===== config.mk =====
export PLATFORM = sky130hd
export DESIGN_NAME = systolic_pe
export DESIGN_NICKNAME = d
export VERILOG_FILES = /design/src/rtl/systolic_pkg.sv /design/src/rtl/pe_fifo.sv /design/src/rtl/systolic_pe.sv
export SDC_FILE = /design/constraint.sdc
export NUM_CORES = 1
export LEC_CHECK = 0
export CORE_UTILIZATION = 60
export DETAILED_ROUTE_END_ITERATION = 16
export HOLD_SLACK_MARGIN = 0.08
export MAX_ROUTING_LAYER = met4
export PLACE_DENSITY = 0.79
export SYNTH_ARGS = -nofsm -noshare
export SYNTH_HDL_FRONTEND = slang
export SYNTH_SLANG_ARGS = --single-unit

===== constraint.sdc =====
create_clock -name clk -period 11.8 [get_ports clk]
set_clock_uncertainty 0.05 [all_clocks]
set_input_delay 3.54 -clock clk [delete_from_list [all_inputs] [get_ports clk]]
set_output_delay 3.54 -clock clk [all_outputs]
set_load 0.05 [all_outputs]

===== src/rtl/systolic_pkg.sv =====
// systolic_pkg: shared widths and the accumulator-to-result saturation helper
package systolic_pkg;
    localparam int DW    = 16;
    localparam int ACCW  = 40;
    localparam int DEPTH = 4;
    typedef struct packed {
        logic          clip;
        logic [DW-1:0] val;
    } sat_t;
    function automatic sat_t saturate(input logic [ACCW-1:0] x);
        sat_t r;
        r.clip = !((&x[ACCW-1:DW-1]) || !(|x[ACCW-1:DW-1]));
        r.val  = r.clip ? {x[ACCW-1], {(DW-1){~x[ACCW-1]}}} : x[DW-1:0];
        return r;
    endfunction
endpackage


===== src/rtl/pe_fifo.sv =====
// pe_fifo: synchronous operand FIFO with head-of-queue read data and occupancy
module pe_fifo #(
    parameter int DW    = 16,
    parameter int DEPTH = 4
) (
    input  logic                   clk,
    input  logic                   rst,
    input  logic                   wr_en,
    input  logic [DW-1:0]          din,
    input  logic                   rd_en,
    output logic [DW-1:0]          dout,
    output logic                   full,
    output logic                   empty,
    output logic [$clog2(DEPTH):0] count
);
    localparam int AW = $clog2(DEPTH);
    localparam int CW = AW + 1;
    logic [DW-1:0] mem_q [DEPTH];
    logic [DW-1:0] mem_d [DEPTH];
    logic [AW-1:0] wr_ptr_q, wr_ptr_d, rd_ptr_q, rd_ptr_d;
    logic [CW-1:0] count_q, count_d;
    logic          wr, rd;
    assign full  = count_q == CW'(DEPTH);
    assign empty = count_q == '0;
    assign count = count_q;
    assign dout  = mem_q[rd_ptr_q];
    always_comb begin
        wr       = wr_en && !full;
        rd       = rd_en && !empty;
        mem_d    = mem_q;
        if (wr) mem_d[wr_ptr_q] = din;
        wr_ptr_d = wr_ptr_q + AW'(wr);
        rd_ptr_d = rd_ptr_q + AW'(rd);
        count_d  = count_q + CW'(wr) - CW'(rd);
    end
    always_ff @(posedge clk) begin
        if (rst) begin
            mem_q    <= '{default: '0};
            wr_ptr_q <= '0;
            rd_ptr_q <= '0;
            count_q  <= '0;
        end else begin
            mem_q    <= mem_d;
            wr_ptr_q <= wr_ptr_d;
            rd_ptr_q <= rd_ptr_d;
            count_q  <= count_d;
        end
    end
endmodule


===== src/rtl/systolic_pe.sv =====
// systolic_pe: operand-buffered MAC element forwarding operands and emitting a saturated dot product
module systolic_pe #(
    parameter int DW    = systolic_pkg::DW,
    parameter int DEPTH = systolic_pkg::DEPTH,
    parameter int ACCW  = systolic_pkg::ACCW
) (
    input  logic          clk,
    input  logic          rst,
    input  logic [DW-1:0] a_in,
    input  logic [DW-1:0] b_in,
    input  logic          start,
    input  logic          awe,
    input  logic          bwe,
    input  logic          ais,
    input  logic          bis,
    input  logic [7:0]    max_cntr,
    output logic          aff,
    output logic          bff,
    output logic          se,
    output logic          fout,
    output logic          sat,
    output logic [DW-1:0] s_out,
    output logic [DW-1:0] a_out,
    output logic [DW-1:0] b_out,
    output logic          start_next
);
    import systolic_pkg::*;
    localparam int CW = $clog2(DEPTH) + 1;
    logic [DW-1:0]   a_dout, b_dout;
    logic            a_full, a_empty, b_full, b_empty;
    logic [CW-1:0]   a_count, b_count;
    logic            pop, done;
    logic [2*DW-1:0] a_ext, b_ext, prod;
    sat_t            res;
    logic            busy_q, busy_d, se_q, se_d, fout_q, fout_d, sat_q, sat_d, start_next_q, start_next_d;
    logic [7:0]      cnt_q, cnt_d;
    logic [ACCW-1:0] acc_q, acc_d;
    logic [DW-1:0]   s_out_q, s_out_d, a_out_q, a_out_d, b_out_q, b_out_d;
    pe_fifo #(.DW(DW), .DEPTH(DEPTH)) u_a_fifo (
        .clk(clk), .rst(rst), .wr_en(awe), .din(a_in), .rd_en(pop),
        .dout(a_dout), .full(a_full), .empty(a_empty), .count(a_count)
    );
    pe_fifo #(.DW(DW), .DEPTH(DEPTH)) u_b_fifo (
        .clk(clk), .rst(rst), .wr_en(bwe), .din(b_in), .rd_en(pop),
        .dout(b_dout), .full(b_full), .empty(b_empty), .count(b_count)
    );
    always_comb
        assert (a_full == (a_count == CW'(DEPTH)) && a_empty == (a_count == '0) &&
                b_full == (b_count == CW'(DEPTH)) && b_empty == (b_count == '0));
    always_comb begin
        a_ext        = {{DW{a_dout[DW-1]}}, a_dout};
        b_ext        = {{DW{b_dout[DW-1]}}, b_dout};
        prod         = a_ext * b_ext;
        res          = saturate(acc_q);
        pop          = busy_q && cnt_q < max_cntr && !a_empty && !b_empty && !ais && !bis && !start;
        done         = busy_q && cnt_q == max_cntr && !start;
        busy_d       = start || (busy_q && !done);
        cnt_d        = start ? '0 : pop ? cnt_q + 8'd1 : cnt_q;
        acc_d        = start ? '0 : pop ? acc_q + {{(ACCW-2*DW){prod[2*DW-1]}}, prod} : acc_q;
        se_d         = done;
        sat_d        = done ? res.clip : sat_q;
        s_out_d      = done ? res.val : s_out_q;
        fout_d       = pop;
        a_out_d      = pop ? a_dout : a_out_q;
        b_out_d      = pop ? b_dout : b_out_q;
        start_next_d = start;
    end
    always_ff @(posedge clk) begin
        if (rst) begin
            busy_q       <= 1'b0;
            cnt_q        <= '0;
            acc_q        <= '0;
            se_q         <= 1'b0;
            sat_q        <= 1'b0;
            s_out_q      <= '0;
            fout_q       <= 1'b0;
            a_out_q      <= '0;
            b_out_q      <= '0;
            start_next_q <= 1'b0;
        end else begin
            busy_q       <= busy_d;
            cnt_q        <= cnt_d;
            acc_q        <= acc_d;
            se_q         <= se_d;
            sat_q        <= sat_d;
            s_out_q      <= s_out_d;
            fout_q       <= fout_d;
            a_out_q      <= a_out_d;
            b_out_q      <= b_out_d;
            start_next_q <= start_next_d;
        end
    end
    assign aff        = a_full;
    assign bff        = b_full;
    assign se         = se_q;
    assign sat        = sat_q;
    assign s_out      = s_out_q;
    assign fout       = fout_q;
    assign a_out      = a_out_q;
    assign b_out      = b_out_q;
    assign start_next = start_next_q;
endmodule


# Word level (Yosys, flattened, before mapping)
# Index checks and enable logic that the tools add are counted.
# classes
add_sub_neg	10
mul	1
magnitude_cmp	7
n_eq_ne	3
n_mux	13
n_bitwise	5
reduce_logical	32
# op_table
operator	count
bitwise mux 64 bit	2
2-to-1 mux 16 bit	7
binary-select mux 16 bit (select 2 bit)	2
demux 16 bit (select 2 bit)	2
adder 40 bit	1
multiplier 16 x 16 -> 32 bit	1
AND reduction 25 bit	1
OR reduction 25 bit	1
logical AND 1 bit	15
greater-or-equal comparator 3 bit (second input constant)	4
inverter 2 -> 3 bit	4
zero test 1 bit	10
adder 2 x 1 -> 2 bit	4
adder 8 x 1 -> 8 bit (second input constant)	1
equality test 8 bit	1
less-than comparator 8 bit	1
adder 3 x 1 -> 3 bit	2
equality test 3 bit (second input constant)	2
zero test 3 bit	2
less-than comparator 3 x 1 -> 1 bit (second input constant)	2
subtractor 3 x 1 -> 3 bit	2
logical OR 1 bit	2
OR reduction 2 bit	1
inverter 1 bit	1
# totals
regBits	243
in_bits	47
out_inout_bits	54
elab_cells	95

# Longest topological paths before layout
# depth
depth_word	9
depth_mapped	41

# Hierarchy
# Synthesis repeated with hierarchy kept, for this count alone.
# hier_totals
hier_cells	2389
area_unflattened_um2	22196.3
# by_module_without_submodules
mod	n_inst	cells_per_inst	area_per_inst_um2	seq_area_each_um2
systolic_pe	1	1827	15667.5	2021.9
pe_fifo	2	281	3264.4	1421.4

# Worst setup path after synthesis
# No wires, ideal clock.
# synth_timing
path_kind	register to register
from	reg u_a_fifo.rd_ptr_q[0]
to	reg acc_q[39]
arrival_time_ps	8943
slack_ps	2736
path_stages_with_launch	39
n_path_buf	4
period_less_slack_ps	9064
path_cell_list	dfxtp_1 -> clkbuf_1 -> clkbuf_1 -> mux2i_1 -> nand2_1 -> o21a_1 -> clkbuf_1 -> nand2_1 -> fa_1 -> fa_1 -> fa_1 -> fa_1 -> inv_1 -> fa_1 -> inv_1 -> fa_1 -> inv_1 -> ha_1 -> (+3 left out) -> a21oi_1 -> and2_1 -> o21ai_0 -> nand2b_1 -> xor2_1 -> ha_1 -> clkbuf_1 -> a21oi_1 -> o21ai_0 -> a21oi_1 -> o21ai_0 -> a2111oi_0 -> o21ai_1 -> a21oi_1 -> o21ai_1 -> xnor2_1 -> or3_1 -> a21oi_1
# synth_between
elab_chain_cells	6
# synth_lines
item	line_no	source
start: declaration	pe_fifo.sv:20	logic [AW-1:0] wr_ptr_q, wr_ptr_d, rd_ptr_q, rd_ptr_d;
start signal: assignment	pe_fifo.sv:45	rd_ptr_q <= rd_ptr_d;
inverter 2 -> 3 bit (implied by the code)	pe_fifo.sv:26	assign dout = mem_q[rd_ptr_q];
binary-select mux 16 bit (select 2 bit)	pe_fifo.sv:26	
2-to-1 mux 16 bit (implied by the code) (2 in a row)	pe_fifo.sv:26	
multiplier 16 x 16 -> 32 bit	systolic_pe.sv:53	prod = a_ext * b_ext;
adder 40 bit	systolic_pe.sv:59	acc_d = start ? '0 : pop ? acc_q + {{(ACCW-2*DW){prod[2*DW-1]}}, prod} : acc_q;
end signal: assignment	systolic_pe.sv:72	acc_q <= '0;
end signal: assignment	systolic_pe.sv:83	acc_q <= acc_d;
end: declaration	systolic_pe.sv:37	logic [ACCW-1:0] acc_q, acc_d;
# Every way passes these cells. The select of a mux whose other input is x is not followed.
# A chain may end at the register's enable or synchronous reset.

# Worst setup path in the final report
# Same ends and word-level chain as after synthesis.

==> metrics.txt <==
# TYPE chip_impl_metric gauge
chip_impl_info{name="setup.worst_path.start",value="u_a_fifo.rd_ptr_q[0]"} 1
chip_impl_metric{name="yosys_register_bits",unit=""} 243
chip_impl_info{name="status",value="completed"} 1
chip_impl_metric{name="core_box_area",unit="sq mm"} 0.0354
chip_impl_metric{name="initial_antenna_violation_count",unit=""} 0
chip_impl_metric{name="ctsHoldBuffers",unit=""} 0
chip_impl_metric{name="hold-path-cell-count",unit=""} 2
chip_impl_info{name="hold_path_startpoint",value="a_out[1]"} 1
chip_impl_metric{name="sum_of_negative_setup_slack",unit="ps"} 0
chip_impl_metric{name="routed_via_count",unit=""} 18100
chip_impl_metric{name="post_synth.cell_area_avg",unit="sq um"} 8.29
chip_impl_metric{name="gr-usage-all-layers",unit=""} 0.346
chip_impl_metric{name="report.final.setup_viol",unit=""} 0
chip_impl_metric{name="cts.repair.resized",unit=""} 0
chip_impl_metric{name="final_cells",unit=""} 3109
chip_impl_metric{name="place.port_buffers",unit=""} 100
chip_impl_metric{name="worst_r2r_path_depth",unit=""} 33
chip_impl_metric{name="slew_viol_final",unit=""} 0
chip_impl_metric{name="finalHoldViolations",unit=""} 0
chip_impl_info{name="critical_path_class",value="flip-flop to flip-flop"} 1
chip_impl_metric{name="utilization",unit=""} 0.670
chip_impl_info{name="synth_largest_area_cell",value="fa_1"} 1
chip_impl_info{name="post-synth-top-count-cell",value="nand2_1"} 1
chip_impl_metric{name="globalplace.congestion",unit=""} 0.974
chip_impl_metric{name="clk_transition_reported_paths",unit="ps"} 60
chip_impl_metric{name="p_leak",unit="nW"} 10.4
chip_impl_metric{name="num_antenna_cells",unit=""} 0
chip_impl_metric{name="wirelength",unit="um"} 60100
chip_impl_metric{name="cts.repair_timing.setup_buffer_count",unit=""} 0
chip_impl_metric{name="post_dp_cell_area",unit="sq mm"} 0.0228
chip_impl_info{name="synth.top_cells.by_area",value="fa_1 25%, dfxtp_1 23%, nand2_1 9.4%, ha_1 8.3%, a21oi_1 5.9%"} 1
chip_impl_metric{name="dieArea",unit="sq mm"} 0.0366
chip_impl_metric{name="chip_height",unit="um"} 191
chip_impl_metric{name="post_syn_area",unit="sq mm"} 0.0215
chip_impl_metric{name="synth_sequential_area_ratio",unit=""} 0.226
chip_impl_metric{name="cts.htree.levels",unit=""} 1
chip_impl_metric{name="async_flop_share",unit=""} 0
chip_impl_metric{name="critical_path.max_fanout",unit=""} 17
chip_impl_metric{name="grt_max_degree",unit=""} 105
chip_impl_metric{name="drive_above_1_share",unit=""} 0.0468
chip_impl_metric{name="floorplan.initialDensity",unit=""} 0.608
chip_impl_metric{name="max_slew_margin",unit=""} 0.265
chip_impl_metric{name="holdWs",unit="ps"} 401
chip_impl_metric{name="peakVddDrop",unit="mV"} 0.164
chip_impl_metric{name="post-synth-top-area-fraction",unit=""} 0.246
chip_impl_metric{name="worst_ep_required_time",unit="ps"} 12250
chip_impl_info{name="regToRegStartpoint",value="u_a_fifo.rd_ptr_q[0]"} 1
chip_impl_metric{name="drc",unit=""} 0
chip_impl_metric{name="die_w",unit="um"} 191
chip_impl_metric{name="n_fill_cell",unit=""} 2997
chip_impl_metric{name="antenna_violating_nets_post_route",unit=""} 0
chip_impl_metric{name="max_cap_viol_count",unit=""} 0
chip_impl_metric{name="first_global_vias",unit=""} 18500
chip_impl_metric{name="worst_slew_pin_slew",unit="ps"} 1090
chip_impl_metric{name="placedCellCount",unit=""} 3059
chip_impl_metric{name="routed_via_density",unit=""} 5.83
chip_impl_metric{name="dpl.hpwl",unit="um"} 44700
chip_impl_metric{name="synth.net_count",unit=""} 3052
chip_impl_metric{name="synthesis.instances",unit=""} 2598
chip_impl_metric{name="clock_sink_count",unit=""} 243
chip_impl_metric{name="boundaryPins",unit=""} 101
chip_impl_metric{name="tritonroute_pass_1_iters",unit=""} 6
chip_impl_info{name="unrepaired_setup_endpoints_after_global_routing",value="false"} 1
chip_impl_metric{name="finalWorstPathRequiredPeriod",unit="ps"} 10110
chip_impl_info{name="worstHoldPathType",value="flip-flop to flip-flop"} 1
chip_impl_info{name="cts_tree",value="built"} 1
chip_impl_metric{name="post_synth_num_cell_types",unit=""} 58
chip_impl_metric{name="finish.instance_area",unit="sq mm"} 0.0237
chip_impl_metric{name="period_share",unit=""} 0.857
chip_impl_metric{name="area_growth_syn_to_layout",unit="%"} 10.2
chip_impl_info{name="timing.critical_path.from_type",value="flip-flop"} 1
chip_impl_metric{name="fp-row-count",unit=""} 69
chip_impl_info{name="timing.critical_path.slowest_stage_cell",value="mux4_2"} 1
chip_impl_info{name="synth_common_cells",value="537 x nand2_1, 326 x inv_1, 265 x fa_1"} 1
chip_impl_metric{name="cts_buffer_depth",unit=""} 3
chip_impl_metric{name="grt_first_pass_wirelength",unit="um"} 95800
chip_impl_metric{name="initialDrtViolationCount",unit=""} 1214
chip_impl_metric{name="edff_count_synth",unit=""} 0
chip_impl_metric{name="synthesis.yosys.warnings",unit=""} 0
chip_impl_metric{name="clock.fmax",unit="GHz"} 0.0989
chip_impl_metric{name="aggregate_global_routing_overflow",unit=""} 0
chip_impl_metric{name="cts_made_buffers",unit=""} 27
chip_impl_info{name="crit_path_frequent_cell",value="fa_1"} 1
chip_impl_metric{name="cpPeakStageDelay",unit="ps"} 810
chip_impl_metric{name="worst-endpoint-arrival",unit="ps"} 10560
chip_impl_metric{name="power_density",unit="mW/mm^2"} 141
chip_impl_info{name="critPathCaptureType",value="flip-flop"} 1
chip_impl_info{name="cts_root_buf",value="clkbuf_16"} 1
chip_impl_info{name="synth_ff_type",value="dfxtp_1"} 1
chip_impl_metric{name="worst_skew_pair.late_latency",unit="ps"} 590
chip_impl_metric{name="finish.net_count",unit=""} 3081
chip_impl_metric{name="drt-wirelength-per-cell",unit="um"} 19.3
-- cells by family after synthesis --
kind of cell,share of synthesized area
buf+inv,0.0790
flops,0.226
fa+ha+maj,0.329
xor+xnor,0.0338
simple gates,0.179
compound gates,0.120
mux,0.0331
-- cells in the final DEF (no fill, tap or decap), types with 9 or more instances in the layout --
cell / n
nand4_1: 22
o21bai_1: 9
o21ai_1: 28
mux4_2: 10
inv_1: 326
xnor2_1: 51
fa_1: 265
nor4_1: 9
buf_4: 26
a21o_1: 24
a21oi_1: 254
mux2_2: 22
nor3_1: 18
clkdlybuf4s50_1: 99
nor2_1: 202
ha_1: 142
nor2b_1: 18
clkbuf_16: 27
xor2_1: 29
a211oi_1: 12
dfxtp_1: 243
nand2_1: 537
mux2i_1: 24
o21a_1: 28
o21ai_0: 40
nand3_1: 24
a311oi_1: 15
nand2b_1: 32
and2_1: 24
and3_1: 10
-- critical path: cells and delay by family, from the launching register on --
kind	cells	cell delay (ps)
compound gates	14	2730
xor+xnor	2	360
fa+ha+maj	8	3980
buf+inv	4	570
flops	1	680
mux	1	810
simple gates	4	800
-- state kept, by name (all words and copies together) (netlist names), 3 cells and up --
register	flops
a_out	16
acc_q	40
b_out	16
cnt_q	8
s_out	16
u_a_fifo.count	3
u_a_fifo.mem_q	64
u_b_fifo.count	3
u_b_fifo.mem_q	64
-- layout make-up --
type | instances | area (sq um) | share of cell area
clock buffers | 39 | 781 | 0.0329
clock inverters | 11 | 103 | 0.00433
inverters | 327 | 1230 | 0.0518
multi-input cells | 1902 | 15000 | 0.631
flip-flops and latches | 243 | 4860 | 0.205
well taps | 461 | 577 | 0.0243
repair buffers | 126 | 1200 | 0.0505
-- through the flow --
| stage | setup WS (ps) | power [mW] |
|---|---|---|
| 2_1_floorplan | 2740 | 2.04 |
| 3_3_place_gp | 2020 | 2.46 |
| 3_5_place_dp | 1870 | 2.49 |
| 4_1_cts | 1790 | 3.35 |
| 5_1_grt | 1170 | 3.56 |
| 6_report | 1690 | 3.36 |
-- routing by layer --
| metal | up-vias | wire length (um) | share of wire | global-route usage |
|---|---|---|---|---|
| li1 | 8345 | - | - | - |
| met4 | 0 | 2270 | 0.038 | 0.122 |
| met2 | 745 | 29900 | 0.50 | 0.582 |
| met3 | 167 | 4190 | 0.070 | 0.0475 |
| met1 | 8863 | 23700 | 0.39 | 0.427 |
| met5 | - | 0 | 0 | - |
-- where the power goes --
group / switching, mW / internal (mW)
logic: 1.02 / 0.578
registers: 0.0350 / 0.871
clock network: 0.366 / 0.483
-- final timing paths --
| check | end | slack (ps) |
|---|---|---|
| worst max-delay path | acc_q[39] | 1690 |
| worst min-delay path | a_out[1] | 400 |
| worst max register to register | acc_q[39] | 1690 |
| worst min register to register | a_out[1] | 400 |
Power figures use the tool's default switching activity.
